File: config.mk
export PLATFORM = sky130hd
export DESIGN_NAME = pipe_seg_skid_flat
export DESIGN_NICKNAME = d
export VERILOG_FILES = /design/src/rtl/pipe_seg_skid_pkg.sv /design/src/rtl/pipe_seg_skid_if.sv /design/src/rtl/pipe_seg_skid_sat_counter.sv /design/src/rtl/pipe_seg_skid.sv /design/src/flat_wrapper.sv
export SDC_FILE = /design/constraint.sdc
export NUM_CORES = 1
export LEC_CHECK = 0
export BUFFER_PORTS_ARGS = -buffer_cell sky130_fd_sc_hd__buf_2
export CAP_MARGIN = 20
export CORE_UTILIZATION = 33
export DETAILED_ROUTE_END_ITERATION = 12
export PLACE_DENSITY_LB_ADDON = 0.15
export SYNTH_ARGS = -nofsm -noshare
export SYNTH_HDL_FRONTEND = slang
export SYNTH_HIERARCHICAL = 1
export SYNTH_SLANG_ARGS = --single-unit
File: constraint.sdc
create_clock -name clk -period 5.4 [get_ports clk]
set_input_delay 0.54 -clock clk [delete_from_list [all_inputs] [get_ports clk]]
set_output_delay 0.54 -clock clk [all_outputs]
set_load 0.01 [all_outputs]
File: src/rtl/pipe_seg_skid_pkg.sv
// Shared types and constants for the generic pipeline segment register.
// Holds the segment state encoding and the MEM/WB bundle field layout.
package pipe_pkg;

  typedef enum logic [1:0] {
    EMPTY = 2'd0,
    ONE   = 2'd1,
    FULL  = 2'd2
  } seg_state_e;

  localparam int IFID_W  = 64;
  localparam int IDEX_W  = 147;
  localparam int EXMEM_W = 137;
  localparam int MEMWB_W = 137;

  // MEM/WB bundle, rd at the bottom and pc at the top.
  localparam int RD_LSB     = 0;
  localparam int NWE_BIT    = 5;
  localparam int WSEL_LSB   = 6;
  localparam int RDATA1_LSB = 9;
  localparam int RAM_LSB    = 41;
  localparam int ALU_LSB    = 73;
  localparam int PC_LSB     = 105;

  function automatic logic [1:0] occ_of(input seg_state_e s);
    case (s)
      EMPTY:   occ_of = 2'd0;
      ONE:     occ_of = 2'd1;
      FULL:    occ_of = 2'd2;
      default: occ_of = 2'd0;
    endcase
  endfunction

endpackage

File: src/rtl/pipe_seg_skid_if.sv
// Valid/ready payload channel between two pipeline stages.
interface pipe_seg_skid_if #(
  parameter int DATA_W = 137
);
  logic              valid;
  logic              ready;
  logic [DATA_W-1:0] data;

  modport master (output valid, output data, input ready);
  modport slave  (input valid, input data, output ready);
endinterface

File: src/rtl/pipe_seg_skid_sat_counter.sv
// Saturating event counter with synchronous clear; clear beats increment.
module sat_counter #(
  parameter int CNT_W = 16
) (
  input  logic             clk,
  input  logic             rst_n,
  input  logic             i_inc,
  input  logic             i_clr,
  output logic [CNT_W-1:0] o_cnt
);

  localparam logic [CNT_W-1:0] CNT_MAX = '1;

  logic [CNT_W-1:0] r_cnt;

  always_ff @(posedge clk or negedge rst_n) begin
    if (!rst_n) begin
      r_cnt <= '0;
    end else if (i_clr) begin
      r_cnt <= '0;
    end else if (i_inc && (r_cnt != CNT_MAX)) begin
      r_cnt <= r_cnt + 1'b1;
    end
  end

  assign o_cnt = r_cnt;

endmodule

File: src/rtl/pipe_seg_skid.sv
// Generic pipeline segment register with a 2-entry skid buffer, flush,
// occupancy report and a saturating downstream-stall counter.
module pipe_seg_skid
  import pipe_pkg::*;
#(
  parameter int                DATA_W = MEMWB_W,
  parameter logic [DATA_W-1:0] BUBBLE = '0,
  parameter int                CNT_W  = 16
) (
  input  logic                  clk,
  input  logic                  resetn,
  input  logic                  flush,
  input  logic                  cnt_clr,
  pipe_seg_skid_if.slave        in_if,
  pipe_seg_skid_if.master       out_if,
  output logic [1:0]            occupancy,
  output logic [CNT_W-1:0]      stall_cnt
);

  seg_state_e        r_state, w_state_nxt;
  logic [DATA_W-1:0] r_main, w_main_nxt;
  logic [DATA_W-1:0] r_skid, w_skid_nxt;
  logic              w_push, w_pop;

  // Handshake outputs decode the state register only, so in_ready never
  // depends combinationally on out_ready.
  assign out_if.valid = (r_state != EMPTY);
  assign in_if.ready  = (r_state != FULL);
  assign out_if.data  = r_main;
  assign occupancy    = occ_of(r_state);

  assign w_push = in_if.valid & in_if.ready;
  assign w_pop  = out_if.valid & out_if.ready;

  always_ff @(posedge clk or negedge resetn) begin
    if (!resetn) begin
      r_state <= EMPTY;
      r_main  <= BUBBLE;
      r_skid  <= BUBBLE;
    end else begin
      r_state <= w_state_nxt;
      r_main  <= w_main_nxt;
      r_skid  <= w_skid_nxt;
    end
  end

  always_comb begin
    w_state_nxt = r_state;
    w_main_nxt  = r_main;
    w_skid_nxt  = r_skid;
    if (flush) begin
      w_state_nxt = EMPTY;
      w_main_nxt  = BUBBLE;
      w_skid_nxt  = BUBBLE;
    end else begin
      case (r_state)
        EMPTY: begin
          if (w_push) begin
            w_state_nxt = ONE;
            w_main_nxt  = in_if.data;
          end
        end
        ONE: begin
          case ({w_push, w_pop})
            2'b11: w_main_nxt = in_if.data;
            2'b10: begin
              w_state_nxt = FULL;
              w_skid_nxt  = in_if.data;
            end
            2'b01: begin
              w_state_nxt = EMPTY;
              w_main_nxt  = BUBBLE;
            end
            default: ;
          endcase
        end
        FULL: begin
          if (w_pop) begin
            w_state_nxt = ONE;
            w_main_nxt  = r_skid;
            w_skid_nxt  = BUBBLE;
          end
        end
        default: begin
          w_state_nxt = EMPTY;
          w_main_nxt  = BUBBLE;
          w_skid_nxt  = BUBBLE;
        end
      endcase
    end
  end

  sat_counter #(
    .CNT_W (CNT_W)
  ) u_stall_cnt (
    .clk   (clk),
    .rst_n (resetn),
    .i_inc (out_if.valid & ~out_if.ready),
    .i_clr (cnt_clr),
    .o_cnt (stall_cnt)
  );

endmodule

File: src/flat_wrapper.sv
// flat-port wrapper written by rule: the top's interface ports become plain ports
module pipe_seg_skid_flat import pipe_pkg::*;
#(
  parameter int                DATA_W = MEMWB_W,
  parameter logic [DATA_W-1:0] BUBBLE = '0,
  parameter int                CNT_W  = 16
)
  (clk, resetn, flush, cnt_clr, occupancy, stall_cnt, in_if_valid, in_if_data, in_if_ready, out_if_valid, out_if_data, out_if_ready);
  pipe_seg_skid_if #(.DATA_W(DATA_W)) in_if_i ();
  pipe_seg_skid_if #(.DATA_W(DATA_W)) out_if_i ();
  input  logic clk;
  input  logic resetn;
  input  logic flush;
  input  logic cnt_clr;
  output logic [1:0] occupancy;
  output logic [CNT_W-1:0] stall_cnt;
  input wire logic [$bits(in_if_i.valid)-1:0] in_if_valid;
  input wire logic [$bits(in_if_i.data)-1:0] in_if_data;
  output wire logic [$bits(in_if_i.ready)-1:0] in_if_ready;
  output wire logic [$bits(out_if_i.valid)-1:0] out_if_valid;
  output wire logic [$bits(out_if_i.data)-1:0] out_if_data;
  input wire logic [$bits(out_if_i.ready)-1:0] out_if_ready;
  assign in_if_i.valid = in_if_valid;
  assign in_if_i.data = in_if_data;
  assign in_if_ready = in_if_i.ready;
  assign out_if_valid = out_if_i.valid;
  assign out_if_data = out_if_i.data;
  assign out_if_i.ready = out_if_ready;
  pipe_seg_skid #(.DATA_W(DATA_W), .BUBBLE(BUBBLE), .CNT_W(CNT_W)) u_core (.clk(clk), .resetn(resetn), .flush(flush), .cnt_clr(cnt_clr), .in_if(in_if_i), .out_if(out_if_i), .occupancy(occupancy), .stall_cnt(stall_cnt));
endmodule
Yosys cells after proc, flatten, opt, wreduce, memory -nomap -nowiden
Index checks and enable logic that the tools add are counted.

operators by class
  eq/ne operators = 13
  multiplexer cells = 17
  bitwise operators = 4
  $add $sub $neg = 1
  reductions and logical operators = 7

operators with widths
  kind                                                  number
  two-way mux 137 bit                                   6
  case mux 137 bit (3 select lines)                     2
  case mux 137 bit (2 select lines)                     1
  two-way mux 16 bit                                    2
  adder 16 x 1 -> 16 bit (second input constant)        1
  != test 16 bit (second input constant)                1
  != test 3 x 2 -> 1 bit (second input constant)        3
  AND reduction 3 bit                                   3
  case mux 2 bit (2 select lines)                       2
  equality test 2 bit (second input constant)           3
  two-way mux 2 bit                                     3
  case mux 2 bit (3 select lines)                       1
  equality test 2 x 1 -> 1 bit (second input constant)  2
  != test 2 bit (second input constant)                 2
  != test 4 x 3 -> 1 bit (second input constant)        1
  != test 4 bit (second input constant)                 1
  nonzero test 2 bit                                    2
  AND 1 bit                                             3
  logical NOT 2 bit                                     1
  logical AND 1 bit                                     1
  inverter 1 bit                                        1

storage, ports and cells
  register bits after elaboration = 292

Logic depth before layout (Yosys ltp)
Gate-level depths: netlist of run 1.

  depth after elaboration = 6
  depth in mapped cells = 8
  gate-level depth less buffers = 5

By module
Netlist of run 1, hierarchy kept.

by module, submodules not included
  module         sequential area each (µm²)  times used  area an instance (µm²)  cells an instance
  pipe_seg_skid  6,906.6                     1           12,324.3                1,215
  sat_counter    400.4                       1           942.2                   98

Worst setup path after synthesis of run 1
Ideal clock, no wire load.

  path kind = input port to flip-flop
  from = input out_if_ready
  to = register u_core.u_stall_cnt.r_cnt[3] (netlist: u_core/u_stall_cnt/o_cnt[3])
  buffers on the path = 2
  setup time = 0.078 ns
  stages = 6
  slack = 3.393 ns
  data arrival time = 1.929 ns
  path through = buf_2 -> nor2b_1 -> inv_1 -> clkbuf_1 -> or4_2 -> a21oi_1

between the ends
  longest elaborated chain between the ends = 4

ends and longest elaborated chain
  item                          RTL line                         RTL
  start: declaration            flat_wrapper.sv:22               input wire logic [$bits(out_if_i.ready)-1:0] out_if_ready;
  inverter 1 bit                pipe_seg_skid.sv:98              .i_inc (out_if.valid & ~out_if.ready),
  AND 1 bit                     pipe_seg_skid.sv:98
  logical AND 1 bit             pipe_seg_skid_sat_counter.sv:21  end else if (i_inc && (r_cnt != CNT_MAX)) begin
  nonzero test 2 bit (no line)  -
  end signal: assignment        pipe_seg_skid_sat_counter.sv:22  r_cnt <= r_cnt + 1'b1;
  end: declaration              pipe_seg_skid_sat_counter.sv:14  logic [CNT_W-1:0] r_cnt;

Every way passes these cells.
A chain may end at the register's enable or synchronous reset.

Final worst setup path of run 1
  from = register u_core.r_state[0]
  to = register u_core.r_skid[35]

between the ends
  longest elaborated chain between the ends = 5
  elaborated cells on any way between the ends = 14

ends and longest elaborated chain
  item                                                 RTL line                                  RTL
  start: declaration                                   pipe_seg_skid.sv:20                       seg_state_e r_state, w_state_nxt;
  start signal: assignment                             pipe_seg_skid.sv:41                       r_state <= w_state_nxt;
  != test 2 bit or nonzero test 2 bit (tied branches)  pipe_seg_skid.sv:28, pipe_seg_skid.sv:27
  AND 1 bit, on equally long branches                  pipe_seg_skid.sv:32, pipe_seg_skid.sv:33
  equality test 2 bit                                  pipe_seg_skid.sv:64                       case ({w_push, w_pop})
  != test 3 x 2 -> 1 bit (no line)                     -
  AND reduction 3 bit (no line)                        -
  end signal: assignment                               pipe_seg_skid.sv:43                       r_skid <= w_skid_nxt;
  end: declaration                                     pipe_seg_skid.sv:22                       logic [DATA_W-1:0] r_skid, w_skid_nxt;

Several ways; a longest one is shown, not always the timed one.

==> results of run 1 <==
## synth_stat cells (2+ instances only)
cell      number  share of area
dfrtp_1      292           0.55
a21oi_1      150          0.057
nor2_1       145          0.041
nand2_1      143          0.040
inv_1        141          0.040
mux2i_1      139           0.10
a22oi_1      137          0.078
buf_2         37          0.014
buf_4         29          0.016
buf_6         18          0.015
clkbuf_1      14         0.0040
nor2b_1        8         0.0038
o31ai_1        7         0.0040
nand4_1        6         0.0028
or4_1          5         0.0028
mux2_1         4         0.0034
nor4_1         4         0.0019
nand3_1        3         0.0011
o21ai_1        3         0.0011
and3_1         2        0.00094
and4_2         2         0.0015
nor3_1         2        0.00075
o22a_1         2         0.0013
or3_1          2        0.00094
or4_2          2         0.0013
## worst reg2reg max path, stage by stage, from the launching register on
cell and delay [ns]:
dfrtp_1 0.52, nor2b_1 0.27, nor2b_4 0.85, buf_12 0.41, nand2_1 0.20, mux2i_1 0.15
## state kept, by name (all words and copies together) (netlist names)
| name | flops |
|---|---|
| u_core/out_if.data | 137 |
| u_core/r_skid | 137 |
| u_core/u_stall_cnt/o_cnt | 16 |
| u_core/r_state | 2 |
## layer usage
layer	wire length [microns]	share of wire
met1	16700	0.47
met3	2110	0.059
met4	805	0.022
met5	51	0.0014
met2	16200	0.45
## metrics by stage
step / area [sq um] / setup WS (ns) / instances
finish: 16100 / 2.90 / 2112
global route: 16000 / 2.66 / 2111
CTS: 16000 / 2.87 / 2110
detailed placement: 15000 / 2.65 / 2051
global placement: 15000 / 2.68 / 2051
floorplan: 13300 / 3.39 / 1313
## final timing paths
| check | to | depth (start not counted) |
|---|---|---|
| setup / recovery | u_core/r_skid[35] | 5 |
| hold / removal | u_core/out_if.data[127] | 1 |
| setup reg to reg | u_core/r_skid[35] | 5 |
| hold reg to reg | u_core/r_skid[21] | 2 |
| max in group asynchronous | u_core/r_skid[82] | 2 |
| min in group clk | u_core/r_skid[79] | 3 |
## logic make-up after synthesis
logic type      count (synthesis)  synth area share
simple gates                  332             0.105
compound gates                304             0.145
flops                         292             0.551
buf+inv                       241            0.0902
mux                           143             0.108
fa+ha+maj                       1          0.000943
## where the power goes
part	leakage [nW]	internal, mW	total, mW	switching, mW
combinational	3.29	0.299	0.764	0.464
sequential	3.83	2.37	2.48	0.106
clock	0.527	1.35	2.26	0.903
total	7.65	4.03	5.50	1.47
## cell type report
class / instances / area share
tap: 525 / 0.0409
timing repair buffer: 312 / 0.104
antenna: 2 / 0.000312
sequential: 292 / 0.455
clock inverter: 4 / 0.00281
inverter: 142 / 0.0332
multi-input combinational: 780 / 0.299
clock buffer: 55 / 0.0644
==> run metrics, run 1 <==
Core ar. 39700 sq um; Die Ht 203 microns; aggregate global-route resource usage 0.173; total setup buffers inserted after CTS 0; global-route wire length before repair 56400 microns; Final #Nets 1706; Total Routed Length 35900 microns; FF-to-FF setup slack 2.90 ns; CP Data Arrival Time 2.93 ns; Peak VDD IR 0.167 mV; final hold vios 0; EDFF count, synth 0; Synthesized Nets 1457; vias in the first global route 9899; commonest non-fill, non-tap cell in the layout buf_2; Final TNS setup 0 ns; Slowest cell on crit path nor2b_4; crit path launch u_core/r_state[0]; starting density of the core 0.334; DR pass1 iterations 9; prevailing post-synth register cell dfrtp_1; Final Core Density 0.404; DR vias 10200; failing checks DRC; number of routed nets with antenna violations 0; H-tree levels 2; Max FO, Critical Path 74; status finished, violations left; multi-input combinational cell area 4800 sq um; Pwr Density 343 nW/um^2; initial antenna violation count 7; reg2reg start u_core/r_state[0]; GRT overflow 0; Layout fillers 3974; Post-Syn Area 13300 sq um; largest net degree at the start of global routing 157; Layout area overhead 21.0%; grt met1 use 0.241; TritonCTS clock tree yes; clk sinks 292; total power 5.50 mW; WP buf/inv 1; final hold slack 0.0876 ns; hold-fix buffers at CTS 0; Reg area 7310 sq um; Slew Viols, Final 0; crit-path cells nor2b_1 -> nor2b_4 -> buf_12 -> nand2_1 -> mux2i_1; MaxCap Viol Count 0; most used routing layer met2; leakage power 7.65 nW; fraction of layout cells with a size suffix above 1 0.235; Crit path max-delay family simple AND/OR/NAND/NOR gates; drt initial violations 615; cts repair resizes 0; Setup CP Type register to register; commonest non-fill, non-tap cells in the layout 298 x buf_2, 292 x dfrtp_1, 150 x a21oi_1; post-route DRC violation count 2; dpl hpwl 21700 microns; port bufs 299; CP Launch Type register; met2 Track Usage GR 0.264; final setup fails 0; gpl congestion 0.757; GRT met3 Usage 0.0414; DR WL/cell 17.0 microns; Clk Latency, worst-skew pair 0.53 ns; Max Fclk 0.400 GHz; row cnt 73; Syn Area/Cell 10.1 sq um; die area 41000 sq um; post-synthesis sequential area ratio 0.551; Ys Warns 6; slowest stage delay, CP 0.85 ns; total CTS buffers 34; pin slew with the least headroom to its limit 1.00 ns; min Tclk post-route 2.50 ns; Clock transition at path regs 0.06 ns; Die Span X 203 microns; post-synth cell types 41; Top-Level Pins 300; Worst Skew 0.0132 ns; Slew HR 0.331; Data required, critical path 5.84 ns; Worst setup EP type register; Hold Crit Class input port to async pin; Yosys reg bits 292; Longest Clk Path Bufs 3; cell count after synthesis 1313; CTS root buffer clkbuf_16; Tcrit/Tclk final 0.463; asr flop ratio synth 1.00; DR vias/cell 4.81; RSZ-0062 raised after global routing false
No activity file was read; power rests on OpenSTA's default activity.
==> inputs of run 2 (changes only) <==
ABC_AREA = 1   (was not set)
clock period = 2.3 ns   (was 5.4 ns; I/O delays follow)
==> run metrics, run 2 <==
DR pass1 iterations 5; starting density of the core 0.334; final hold slack 0.0430 ns; Ys Warns 6; Final Core Density 0.403; min Tclk post-route 2.17 ns; dpl hpwl 34000 microns; CP Launch Type register; Clock transition at path regs 0.06 ns; total power 16.6 mW; prevailing post-synth register cell dfrtp_1; total CTS buffers 37; Slew Viols, Final 0; worst slack at placement -0.304 ns; Yosys top cell by area dfrtp_1; Die Ht 230 microns; placed cells 3532; Reg area 7310 sq um; gpl congestion 0.794; reg2reg start u_core/r_state[1]; Tcrit/Tclk final 0.945; RSZ-0062 raised after global routing true; Reg2Reg Depth 9; Max FO, Critical Path 84; Worst Skew 0.0132 ns; post-route DRC violation count 0; asr flop ratio synth 1.00; Longest Clk Path Bufs 3; status finished clean; drt initial violations 1319; vias in the first global route 16300; Worst setup EP type primary output; Post-synth top cells 1298 x nand2_1, 293 x inv_1, 292 x dfrtp_1, 288 x nand3_1, 156 x nor2_1; GRT overflow 0; Final Non-Filler Cells 3613; Die Span X 230 microns; Top-Level Pins 300; row cnt 83; Hold Startpoint in_if_data[71]; Hold EP u_core/r_skid[71]; TritonCTS clock tree yes; Post-Syn Area 17200 sq um; Total Routed Length 58600 microns; Yosys reg bits 292; Slew HR 0.258; MaxCap Viol Count 0; worst flop-to-flop path endpoint u_core/out_if.data[62]; clk sinks 292; CP Data Arrival Time 1.94 ns; number of routed nets with antenna violations 0; Max Fclk 0.460 GHz; pin slew with the least headroom to its limit 1.11 ns; Layout area overhead 20.7%; Clk Latency, worst-skew pair 0.55 ns; Hold Crit Class input port to register; multi-input combinational cell area 7940 sq um; initial antenna violation count 12; Core ar. 51400 sq um; final setup fails 0; commonest non-fill, non-tap cell in the layout nand2_1; CTS root buffer clkbuf_16; H-tree levels 2; Layout fillers 5465; aggregate global-route resource usage 0.220; fraction of layout cells with a size suffix above 1 0.147; Setup CP Type register to primary output; die area 53000 sq um; Pwr Density 799 nW/um^2; Data required, critical path 2.07 ns; commonest non-fill, non-tap cells in the layout 1296 x nand2_1, 297 x buf_2, 292 x dfrtp_1; largest cells by area after synthesis dfrtp_1 43%, nand2_1 28%, nand3_1 8.4%; DR WL/cell 16.2 microns; Final TNS setup 0 ns; post-synth cell types 27; port bufs 299; DR vias 17300; leakage power 12.5 nW; post-synthesis sequential area ratio 0.426; final hold vios 0; share of the synthesized area in the top cell type 0.426; DP Area 19400 sq um; design area 20700 sq um; EDFF count, synth 0; final setup margin 0.125 ns; Peak VDD IR 0.512 mV; Synthesized Nets 2835; DR vias/cell 4.80; Syn Area/Cell 6.38 sq um; hold depth 5; Final #Nets 3043; global-route wire length before repair 92500 microns; FF-to-FF setup slack 0.13 ns; largest net degree at the start of global routing 138; cell count after synthesis 2691; most frequent cell after synthesis nand2_1
[run 2: critical path, stage by stage (launching register included)]
cell and delay (ns):
dfrtp_1 0.41, buf_4 0.16, inv_2 0.06, nor2_4 0.14, buf_12 0.36, buf_2 0.22
[run 2: area by class of cell]
class,instances,area share
multi-input combinational,1920,0.383
clock inverter,8,0.00332
tap,680,0.0410
inverter,298,0.0547
clock buffer,59,0.0560
sequential,292,0.353
antenna,6,0.000724
timing repair buffer,350,0.109
[run 2: repair_timing]
action / in CTS / in global routing
cloned: 3 / 0
hold buffers: 2 / 0
pin swaps: 1 / 1
endpoints found under the hold margin: 45 / 0
buffers inserted: 0 / 3
endpoints found under the setup margin: 274 / 181
resized for setup: 4 / 4
[run 2: logic make-up after synthesis]
group / count (synthesis) / share of synthesized area
buffers and inverters: 481 / 0.116
AOI/OAI and AO/OA: 11 / 0.00444
DFF: 292 / 0.426
and+or+nand+nor: 1901 / 0.451
xor gates and xnor gates: 5 / 0.00255
adders and majority gates: 1 / 0.000729
[run 2: metal layers]
layer / part of all wire / wire length (microns) / track usage
met1: 0.47 / 27600 / 0.307
met2: 0.45 / 26200 / 0.343
met3: 0.060 / 3510 / 0.0399
met4: 0.022 / 1320 / 0.0720
met5: 0.0012 / 69 / 0
[run 2: power by group]
group,total (mW),leakage (nW),switching [mW],internal [mW]
logic,4.39,7.95,2.96,1.43
registers,6.20,3.92,0.403,5.80
clock network,5.98,0.612,2.41,3.57
total,16.6,12.5,5.77,10.8
[run 2: worst max path at each step]
stage | start | to | slack [ns] | cells past startpoint
3_3_place_gp | u_core/r_state[1] | u_core/out_if.data[74] | -0.23 | 7
3_5_place_dp | u_core/r_state[0] | u_core/out_if.data[64] | -0.30 | 7
5_1_grt | u_core/r_state[0] | u_core/r_skid[116] | -0.02 | 11
6_report | u_core/r_state[1] | occupancy[1] | 0.13 | 5
4_1_cts | u_core/r_state[0] | u_core/out_if.data[64] | 0.02 | 7
2_1_floorplan | u_core/r_state[1] | u_core/u_stall_cnt/o_cnt[2] | 0.74 | 8
